**src/rtl/muldiv_pkg.sv**
```systemverilog
// muldiv_pkg: op encoding, FSM state codes and operand-class helpers shared by the mul/div sequencer.
package muldiv_pkg;
    typedef enum logic [2:0] {
        OP_MUL, OP_MULH, OP_MULHSU, OP_MULHU, OP_DIV, OP_DIVU, OP_REM, OP_REMU
    } op_e;

    localparam logic [1:0] S_IDLE = 2'd0;
    localparam logic [1:0] S_BUSY = 2'd1;
    localparam logic [1:0] S_DONE = 2'd2;

    function automatic logic div_class(input logic [2:0] o);
        return o[2];
    endfunction

    function automatic logic mul_class(input logic [2:0] o);
        return !o[2];
    endfunction

    function automatic logic signed_a(input logic [2:0] o);
        return o inside {OP_MUL, OP_MULH, OP_MULHSU, OP_DIV, OP_REM};
    endfunction

    function automatic logic signed_b(input logic [2:0] o);
        return o inside {OP_MUL, OP_MULH, OP_DIV, OP_REM};
    endfunction
endpackage

```
**src/rtl/muldiv_iter_core.sv**
```systemverilog
// muldiv_iter_core: 2*XLEN accumulator doing one unsigned add-shift (mul) or restoring
// subtract-shift (div) step per enable; after XLEN steps {hi,lo} is the product or {rem,quot}.
module muldiv_iter_core #(
    parameter int XLEN = 32
) (
    input  logic            clk,
    input  logic            rstn,
    input  logic            init,
    input  logic            step,
    input  logic            is_div,
    input  logic [XLEN-1:0] opa,
    input  logic [XLEN-1:0] opb,
    output logic [XLEN-1:0] hi,
    output logic [XLEN-1:0] lo
);
    logic [XLEN-1:0] m;
    logic [XLEN:0] sum, rem_c, diff;

    assign sum = {1'b0, hi} + (lo[0] ? {1'b0, m} : '0);
    assign rem_c = {hi, lo[XLEN-1]};
    // diff[XLEN] is the borrow: set when the partial remainder is below the divisor
    assign diff = rem_c - {1'b0, m};

    always_ff @(posedge clk or negedge rstn)
        if (!rstn) begin
            m <= '0;
            hi <= '0;
            lo <= '0;
        end else if (init) begin
            m <= opb;
            hi <= '0;
            lo <= opa;
        end else if (step) begin
            if (is_div) begin
                hi <= diff[XLEN] ? rem_c[XLEN-1:0] : diff[XLEN-1:0];
                lo <= {lo[XLEN-2:0], !diff[XLEN]};
            end else begin
                {hi, lo} <= {sum, lo[XLEN-1:1]};
            end
        end
endmodule

```
**src/rtl/ex_muldiv_ctrl.sv**
```systemverilog
// ex_muldiv_ctrl: EX-stage M-extension sequencer; stalls IF/ID/EX while the iterative core runs.
// Define MULDIV_RESULT_CACHE_EN to reuse the last completed result for a matching operand tuple.
module ex_muldiv_ctrl
    import muldiv_pkg::*;
#(
    parameter int XLEN = 32,
    localparam int CNT_W = $clog2(XLEN) + 1
) (
    input  logic            clk,
    input  logic            rstn,
    input  logic            start,
    input  logic [2:0]      op,
    input  logic [XLEN-1:0] a,
    input  logic [XLEN-1:0] b,
    input  logic            flush,
    output logic            stall,
    output logic [XLEN-1:0] result,
    output logic            result_valid
);
    localparam logic [XLEN-1:0] MIN_NEG = {1'b1, {(XLEN-1){1'b0}}};

    logic [1:0] state;
    logic [CNT_W-1:0] cnt;
    logic [XLEN-1:0] a_r, b_r, core_hi, core_lo, hi_res, lo_res;
    logic [2:0] op_r;
    logic [2*XLEN-1:0] prod;
    logic neg_q, neg_r, sa, sb, ovf, ovf_r, fast, accept, hit;

    assign sa = a[XLEN-1] & signed_a(op);
    assign sb = b[XLEN-1] & signed_b(op);
    assign ovf = op inside {OP_DIV, OP_REM} && a == MIN_NEG && b == '1;
    assign ovf_r = op_r inside {OP_DIV, OP_REM} && a_r == MIN_NEG && b_r == '1;
    assign fast = b == '0 || ovf;
    assign accept = state == S_IDLE && start && !flush;
    assign stall = accept || (state == S_BUSY && !flush);
    assign result_valid = state == S_DONE && !flush;
    assign result = result_valid ? (op_r inside {OP_MUL, OP_DIV, OP_DIVU} ? lo_res : hi_res) : '0;

`ifdef MULDIV_RESULT_CACHE_EN
    logic c_vld, c_div, hit_r;
    logic [1:0] c_sgn;
    logic [XLEN-1:0] c_a, c_b, c_hi, c_lo;

    assign hit = c_vld && c_a == a && c_b == b && c_div == div_class(op)
              && c_sgn == {signed_a(op), signed_b(op)};

    always_ff @(posedge clk or negedge rstn)
        if (!rstn) begin
            c_vld <= 1'b0;
            c_div <= 1'b0;
            hit_r <= 1'b0;
            c_sgn <= '0;
            c_a <= '0;
            c_b <= '0;
            c_hi <= '0;
            c_lo <= '0;
        end else begin
            if (accept)
                hit_r <= hit;
            if (flush && state == S_BUSY)
                c_vld <= 1'b0;
            else if (result_valid) begin
                c_vld <= 1'b1;
                c_a <= a_r;
                c_b <= b_r;
                c_div <= div_class(op_r);
                c_sgn <= {signed_a(op_r), signed_b(op_r)};
                c_hi <= hi_res;
                c_lo <= lo_res;
            end
        end
`else
    assign hit = 1'b0;
`endif

    muldiv_iter_core #(.XLEN(XLEN)) u_core (
        .clk   (clk),
        .rstn  (rstn),
        .init  (accept && !fast && !hit),
        .step  (state == S_BUSY),
        .is_div(div_class(op_r)),
        .opa   (sa ? -a : a),
        .opb   (sb ? -b : b),
        .hi    (core_hi),
        .lo    (core_lo)
    );

    assign prod = neg_q ? -{core_hi, core_lo} : {core_hi, core_lo};

    // Fast-path results are rebuilt from the latched raw operands; the core never ran for them
    always_comb begin
        hi_res = mul_class(op_r) ? (b_r == '0 ? '0 : prod[2*XLEN-1:XLEN])
               : b_r == '0 ? a_r : ovf_r ? '0 : neg_r ? -core_hi : core_hi;
        lo_res = mul_class(op_r) ? (b_r == '0 ? '0 : prod[XLEN-1:0])
               : b_r == '0 ? '1 : ovf_r ? a_r : neg_q ? -core_lo : core_lo;
`ifdef MULDIV_RESULT_CACHE_EN
        if (hit_r) begin
            hi_res = c_hi;
            lo_res = c_lo;
        end
`endif
    end

    always_ff @(posedge clk or negedge rstn)
        if (!rstn) begin
            state <= S_IDLE;
            cnt <= '0;
            a_r <= '0;
            b_r <= '0;
            op_r <= '0;
            neg_q <= 1'b0;
            neg_r <= 1'b0;
        end else if (flush) begin
            state <= S_IDLE;
            cnt <= '0;
        end else if (accept) begin
            state <= (fast || hit) ? S_DONE : S_BUSY;
            cnt <= (fast || hit) ? '0 : CNT_W'(XLEN);
            a_r <= a;
            b_r <= b;
            op_r <= op;
            neg_q <= sa ^ sb;
            neg_r <= sa;
        end else if (state == S_BUSY) begin
            cnt <= cnt - 1'b1;
            if (cnt == CNT_W'(1))
                state <= S_DONE;
        end else if (state == S_DONE) begin
            state <= S_IDLE;
        end
endmodule

```
**config.mk**
```make
export PLATFORM = sky130hd
export DESIGN_NAME = ex_muldiv_ctrl
export DESIGN_NICKNAME = d
export VERILOG_FILES = /design/src/rtl/muldiv_pkg.sv /design/src/rtl/muldiv_iter_core.sv /design/src/rtl/ex_muldiv_ctrl.sv
export SDC_FILE = /design/constraint.sdc
export NUM_CORES = 1
export LEC_CHECK = 0
export BUFFER_PORTS_ARGS = -buffer_cell sky130_fd_sc_hd__buf_2
export CAP_MARGIN = 10
export CORE_MARGIN = 5
export CORE_UTILIZATION = 30
export CTS_BUF_LIST = sky130_fd_sc_hd__clkbuf_16
export DETAILED_ROUTE_END_ITERATION = 8
export SKIP_CTS_REPAIR_TIMING = 1
export SLEW_MARGIN = 20
export SYNTH_ARGS = -nofsm -noshare
export SYNTH_HDL_FRONTEND = slang
export SYNTH_SLANG_ARGS = --single-unit
```
**constraint.sdc**
```tcl
create_clock -name clk -period 6.1 [get_ports clk]
set_clock_uncertainty 0.1 [all_clocks]
set_input_delay 0.61 -clock clk [delete_from_list [all_inputs] [get_ports clk]]
set_output_delay 0.61 -clock clk [all_outputs]
set_load 0.1 [all_outputs]
```
After elaboration in Yosys (flattened, before gate mapping):

Cells that the tools add are included.

* bits in registers: 173
* latch bits: 0
* RAM bits: 0
* ROM bits: 0
* bits of input ports: 71
* output and inout port bits: 34
* word-level logic and storage cells: 99
* memories kept: 0

* $add $sub $neg: 8
* multiply operators: 0
* div/mod/pow operators: 0
* order comparisons: 0
* equal/unequal tests: 15
* shift-type cells: 0
* multiplexer cells: 33
* bitwise gates (word level): 4
* reductions and logical operators: 29

Operators by type and width (count)
* 2-to-1 mux 32 bit: 22
* equality test 32 bit, second input constant: 4
* negator 32 bit: 4
* logical NOT 32 bit: 2
* 2-to-1 mux 64 bit: 1
* negator 64 bit: 1
* adder 32 x 33 -> 33 bit: 1
* subtractor 33 x 32 -> 33 bit: 1
* 2-to-1 mux 6 bit: 4
* equality test 3 bit, second input constant: 5
* 2-to-1 mux 2 bit: 6
* logical AND 1 bit: 9
* nonzero test 4 bit: 2
* equality test 6 x 1 -> 1 bit, second input constant: 1
* logical NOT 3 bit: 2
* nonzero test 2 bit: 3
* nonzero test 3 bit: 2
* subtractor 6 x 1 -> 6 bit, second input constant: 1
* nonzero test 5 bit: 1
* != test 4 bit, second input constant: 1
* AND reduction 2 bit: 2
* equality test 3 x 1 -> 1 bit, second input constant: 1
* equality test 3 x 2 -> 1 bit, second input constant: 1
* logical NOT 1 bit: 3
* 7 further kinds: 9

Longest topological paths before layout:

* depth in word-level cells: 9
* mapped depth: 15
* mapped depth without buffers: 14

Hierarchy:

From an unflattened synthesis, not the netlist that was laid out.

* cells, all modules: 1999
* area total of the unflattened synthesis: 16280.6 um2

By module, submodules not included
* muldiv_iter_core: instances 1, cells an instance 1072, area each 8625.8 um2, seq. area each 2402.3 um2
* ex_muldiv_ctrl: instances 1, cells an instance 927, area each 7654.8 um2, seq. area each 1926.8 um2

Least setup slack after synthesis:

No wires, ideal clock.

* kind: reg2out
* from: reg u_core.hi[1]
* to: out result[12]
* arrival: 4.562 ns
* data required time: 5.390 ns
* setup slack: 0.828 ns
* cell stages (with the launch flop): 11
* path buffers: 1
* cells stage by stage: dfrtp_1 > clkbuf_1 > inv_1 > ha_1 > or3b_1 > nand4b_1 > or3_1 > and3_1 > o21ai_0 > o21ai_0 > a221oi_1

* longest elaborated chain between the ends: 7
* elaborated cells between the ends (all ways): 10
* classes of those cells: add/sub: 2; mux: 8

RTL lines
* start: declaration: RTL line muldiv_iter_core.sv:13 `output logic [XLEN-1:0] hi,`
* start signal: assignment: RTL line muldiv_iter_core.sv:35 `hi <= diff[XLEN] ? rem_c[XLEN-1:0] : diff[XLEN-1:0];`
* start signal: assignment: RTL line muldiv_iter_core.sv:38 `{hi, lo} <= {sum, lo[XLEN-1:1]};`
* negator 32 bit: RTL line ex_muldiv_ctrl.sv:93 `: b_r == '0 ? a_r : ovf_r ? '0 : neg_r ? -core_hi : core_hi;`
* 2-to-1 mux 32 bit (3 in series): RTL line ex_muldiv_ctrl.sv:93
* 2-to-1 mux 32 bit *: RTL line ex_muldiv_ctrl.sv:92 `hi_res = mul_class(op_r) ? (b_r == '0 ? '0 : prod[2*XLEN-1:XLEN])`
* 2-to-1 mux 32 bit * (2 in series): RTL line ex_muldiv_ctrl.sv:37 `assign result = result_valid ? (op_r inside {OP_MUL, OP_DIV, OP_DIVU} ? lo_res : hi_res) : '0;`
* end: declaration: RTL line ex_muldiv_ctrl.sv:17 `output logic [XLEN-1:0] result,`

Every way passes the cells marked *; elsewhere a longest branch is shown, timed or not.

Worst setup path after layout:

* from: reg op_r[2]
* to: out result[19]

* longest elaborated chain between the ends: 9
* elaborated cells between the ends (all ways): 16
* classes of those cells: eq/ne: 3; mux: 8; reduce/logical: 5

RTL lines
* start: declaration: RTL line ex_muldiv_ctrl.sv:25 `logic [2:0] op_r;`
* start signal: assignment: RTL line ex_muldiv_ctrl.sv:121 `op_r <= op;`
* equality test 3 bit (on tied branches): RTL line ex_muldiv_ctrl.sv:32, ex_muldiv_ctrl.sv:37
* nonzero test 2 bit: RTL line ex_muldiv_ctrl.sv:32 `assign ovf_r = op_r inside {OP_DIV, OP_REM} && a_r == MIN_NEG && b_r == '1;`
* logical AND 1 bit (2 in series): RTL line ex_muldiv_ctrl.sv:32
* 2-to-1 mux 32 bit (on tied branches) (2 in series): RTL line ex_muldiv_ctrl.sv:93, ex_muldiv_ctrl.sv:95
* 2-to-1 mux 32 bit (on tied branches): RTL line ex_muldiv_ctrl.sv:92, ex_muldiv_ctrl.sv:94
* 2-to-1 mux 32 bit * (2 in series): RTL line ex_muldiv_ctrl.sv:37

Marked as above.

==> out/metrics.yaml <==
drc: 0
start_kind: "register"
period_share_pct: 87.7
hold_viol: 0
grt_max_degree: 103
fin_util_pct: 33.4
max_freq_mhz: 187
grt-ovfl-total: 0
start_util_pct: 30.2
slew_viol_final: 0
first_iter_violations: 1729
endpoint: "result[19]"
routed_wl_um: 59700
cts_root_buf: "clkbuf_16"
area.growth.synth_to_final_pct: 10.7
portBuffers: 104
cts_tree: "yes"
netSwitchingPower_w: 0.00524
cts.sinks: 173
synth_seq_cells: 173
rsz0062_at_grt: "no"
crit_arrival_ns: 4.64
crit_required_ns: 5.39
fin_nets: 2309
internal_power_w: 0.00467
synth_edf_count: 0
hold_path_class: "in2async"
critPathKind: "reg2out"
dieArea_um2: 57500
clkTransAtPathRegs_ns: 0.07
via_per_inst: 5.65
r2r-end: "u_core.hi[30]$_DFFE_PN0P_"
power_density_nw_per_um2: 565
wl_per_cell_um: 20.9
num_rows: 84
ys.flop_type: "dfrtp_1"
drtAntennaViolNets: 0
rr_worst_depth: 12
place_area_um2: 16900
synth-seq-area-share_pct: 27.3
core_area_um2: 52400
cp_max_fo: 55
max-slew-margin-rel_pct: 19.4
antenna_found_initial: 0
dp_hpwl_um: 45600
dieWidth_um: 240
endpoint_kind: "primary output"
reg2reg_slack_ns: 1.69
ys_async_sr_fraction_pct: 100
htree_levels: 4
fin_crit_ns: 5.35
synthCells: 2150
clockPowerShare_pct: 12.0
power.leakage_nw: 7.59
dr.pass1.iters: 5
syn_nets: 2297
track_usage_pct: 20.4
grt_pass1_wl_um: 92300
clock_latency_ns: 0.47
setup_viol: 0
grt_pass1_vias: 15713
seqPwrFrac_pct: 25.0
p_comb_share_pct: 63.1
finish.instance_area_um2: 17500
reg2reg_from: "u_core.hi[0]$_DFFE_PN0P_"
syn_area_um2: 15800
fp.dieH_um: 240
vias: 16159
status: "finished clean"
ys_types: 68
maxCapViolations: 0
gp_congestion: 0.972
preCtsSetupSlack_ns: 1.40
sw_frac_of_total_pct: 52.9
num_io_pins: 105
drive_above_1_share_pct: 8.42
ctsLongestPathBuffers: 2
cts_made_buffers: 17
vdd_drop_max_mv: 0.300
worstSetupStartpoint: "op_r[2]$_DFFE_PN0P_"
timing.hold.ws_ns: 0.111
fin_setup_tns_ns: 0
synth_warnings: 0
synth_area_per_cell_um2: 7.37
setup_ws_ns: 0.750
tightestPinTransition_ns: 1.20
==> synthesized netlist by cell type, drive strengths merged (8+ instances only) <==
cell type	instances	area, µm²
a211oi	18	135
a21o	39	293
a21oi	185	926
a221oi	8	70.1
a22oi	25	188
a31oi	18	113
and2	8	50.1
buf	18	95.1
clkbuf	117	440
dfrtp	173	4330
ha	74	926
inv	70	263
mux2	9	101
mux2i	52	521
nand2	375	1410
nand2b	23	144
nand3	34	170
nand4	35	219
nor2	197	739
nor2b	11	68.8
nor3	40	200
nor4	28	181
o211ai	10	75.1
o21ai	203	1020
o21bai	9	67.6
o22ai	15	93.8
o31ai	30	225
o41ai	16	140
or2	8	50.1
or3	20	125
or4	14	116
xnor2	118	1030
xor2	87	762
==> how the worst min path moves through the flow <==
stage	startpoint	end
floorplan	rstn	a_r[0]$_DFFE_PN0P_
global placement	b_r[10]$_DFFE_PN0P_	b_r[10]$_DFFE_PN0P_
detailed placement	b_r[21]$_DFFE_PN0P_	b_r[21]$_DFFE_PN0P_
CTS	rstn	u_core.lo[19]$_DFFE_PN0P_
global route	rstn	a_r[24]$_DFFE_PN0P_
finish	rstn	u_core.lo[19]$_DFFE_PN0P_
==> per-stage QoR <==
stage	instances	total power (W)
3_5_place_dp	2831	0.00861
6_report	2862	0.00991
2_1_floorplan	2150	0.00687
5_1_grt	2861	0.0106
4_1_cts	2861	0.00983
3_3_place_gp	2831	0.00855
==> state kept, by name, summed over array words and instances (netlist names) <==
name and flops:
a_r 32, u_core.hi 32, u_core.m 32, op_r 3, cnt 6, state 2
neg_q 1, neg_r 1, u_core.lo 32, b_r 32
==> cell type report <==
type                    count  area, µm²
repair buffers            128        709
multi-input cells        1772      10800
well taps                 688        861
fillers                  5548      34900
flip-flops and latches    173       4330
diodes                      1       2.50
clock buffers              17        425
inverters                  70        263
clock inverters            13        175
==> logic make-up after synthesis <==
group | synth area share [%]
buffers and inverters | 5.04
xor gates and xnor gates | 11.3
AOI/OAI and AO/OA | 23.3
adders and majority gates | 6.10
DFF | 27.3
muxes | 3.92
and+or+nand+nor | 23.0
==> placed cells by master, fill, tap and decap left out, types with 27 or more instances in the layout <==
cell type	count
xor2_1	87
nor4_1	27
mux2i_1	52
ha_1	73
a21o_1	39
nand2_1	375
buf_2	103
nand4_1	35
nor2_1	195
nand3_1	34
o21ai_0	201
dfrtp_1	171
nor3_1	40
xnor2_1	117
o31ai_1	30
a21oi_1	185
inv_1	72
==> worst max-delay path: stages, from the launching register on <==
cell and delay (ns):
dfrtp_4 0.49, buf_4 0.35, inv_1 0.53, a21o_1 0.29, nand2_1 0.31, nor3_1 1.05, a22oi_1 0.21, nand2_1 0.12
o21ai_0 0.14, o211ai_1 0.16, buf_2 0.47
==> power by group through the flow <==
stage	logic (W)	clock network (W)	registers [W]
2_1_floorplan	0.00487	0	0.00200
3_3_place_gp	0.00610	0	0.00245
3_5_place_dp	0.00614	0	0.00247
4_1_cts	0.00618	0.00120	0.00245
5_1_grt	0.00687	0.00124	0.00254
6_report	0.00625	0.00118	0.00248
==> metal layers <==
| metal | up-vias | track usage [%] | wire length (µm) |
|---|---|---|---|
| met4 | 0 | 7.60 | 2080 |
| met3 | 116 | 2.79 | 4020 |
| met1 | 7779 | 28.8 | 26500 |
| met5 | - | 0 | 0 |
| li1 | 7610 | - | - |
| met2 | 654 | 31.8 | 27100 |
No activity file was read; power rests on OpenSTA's default activity.
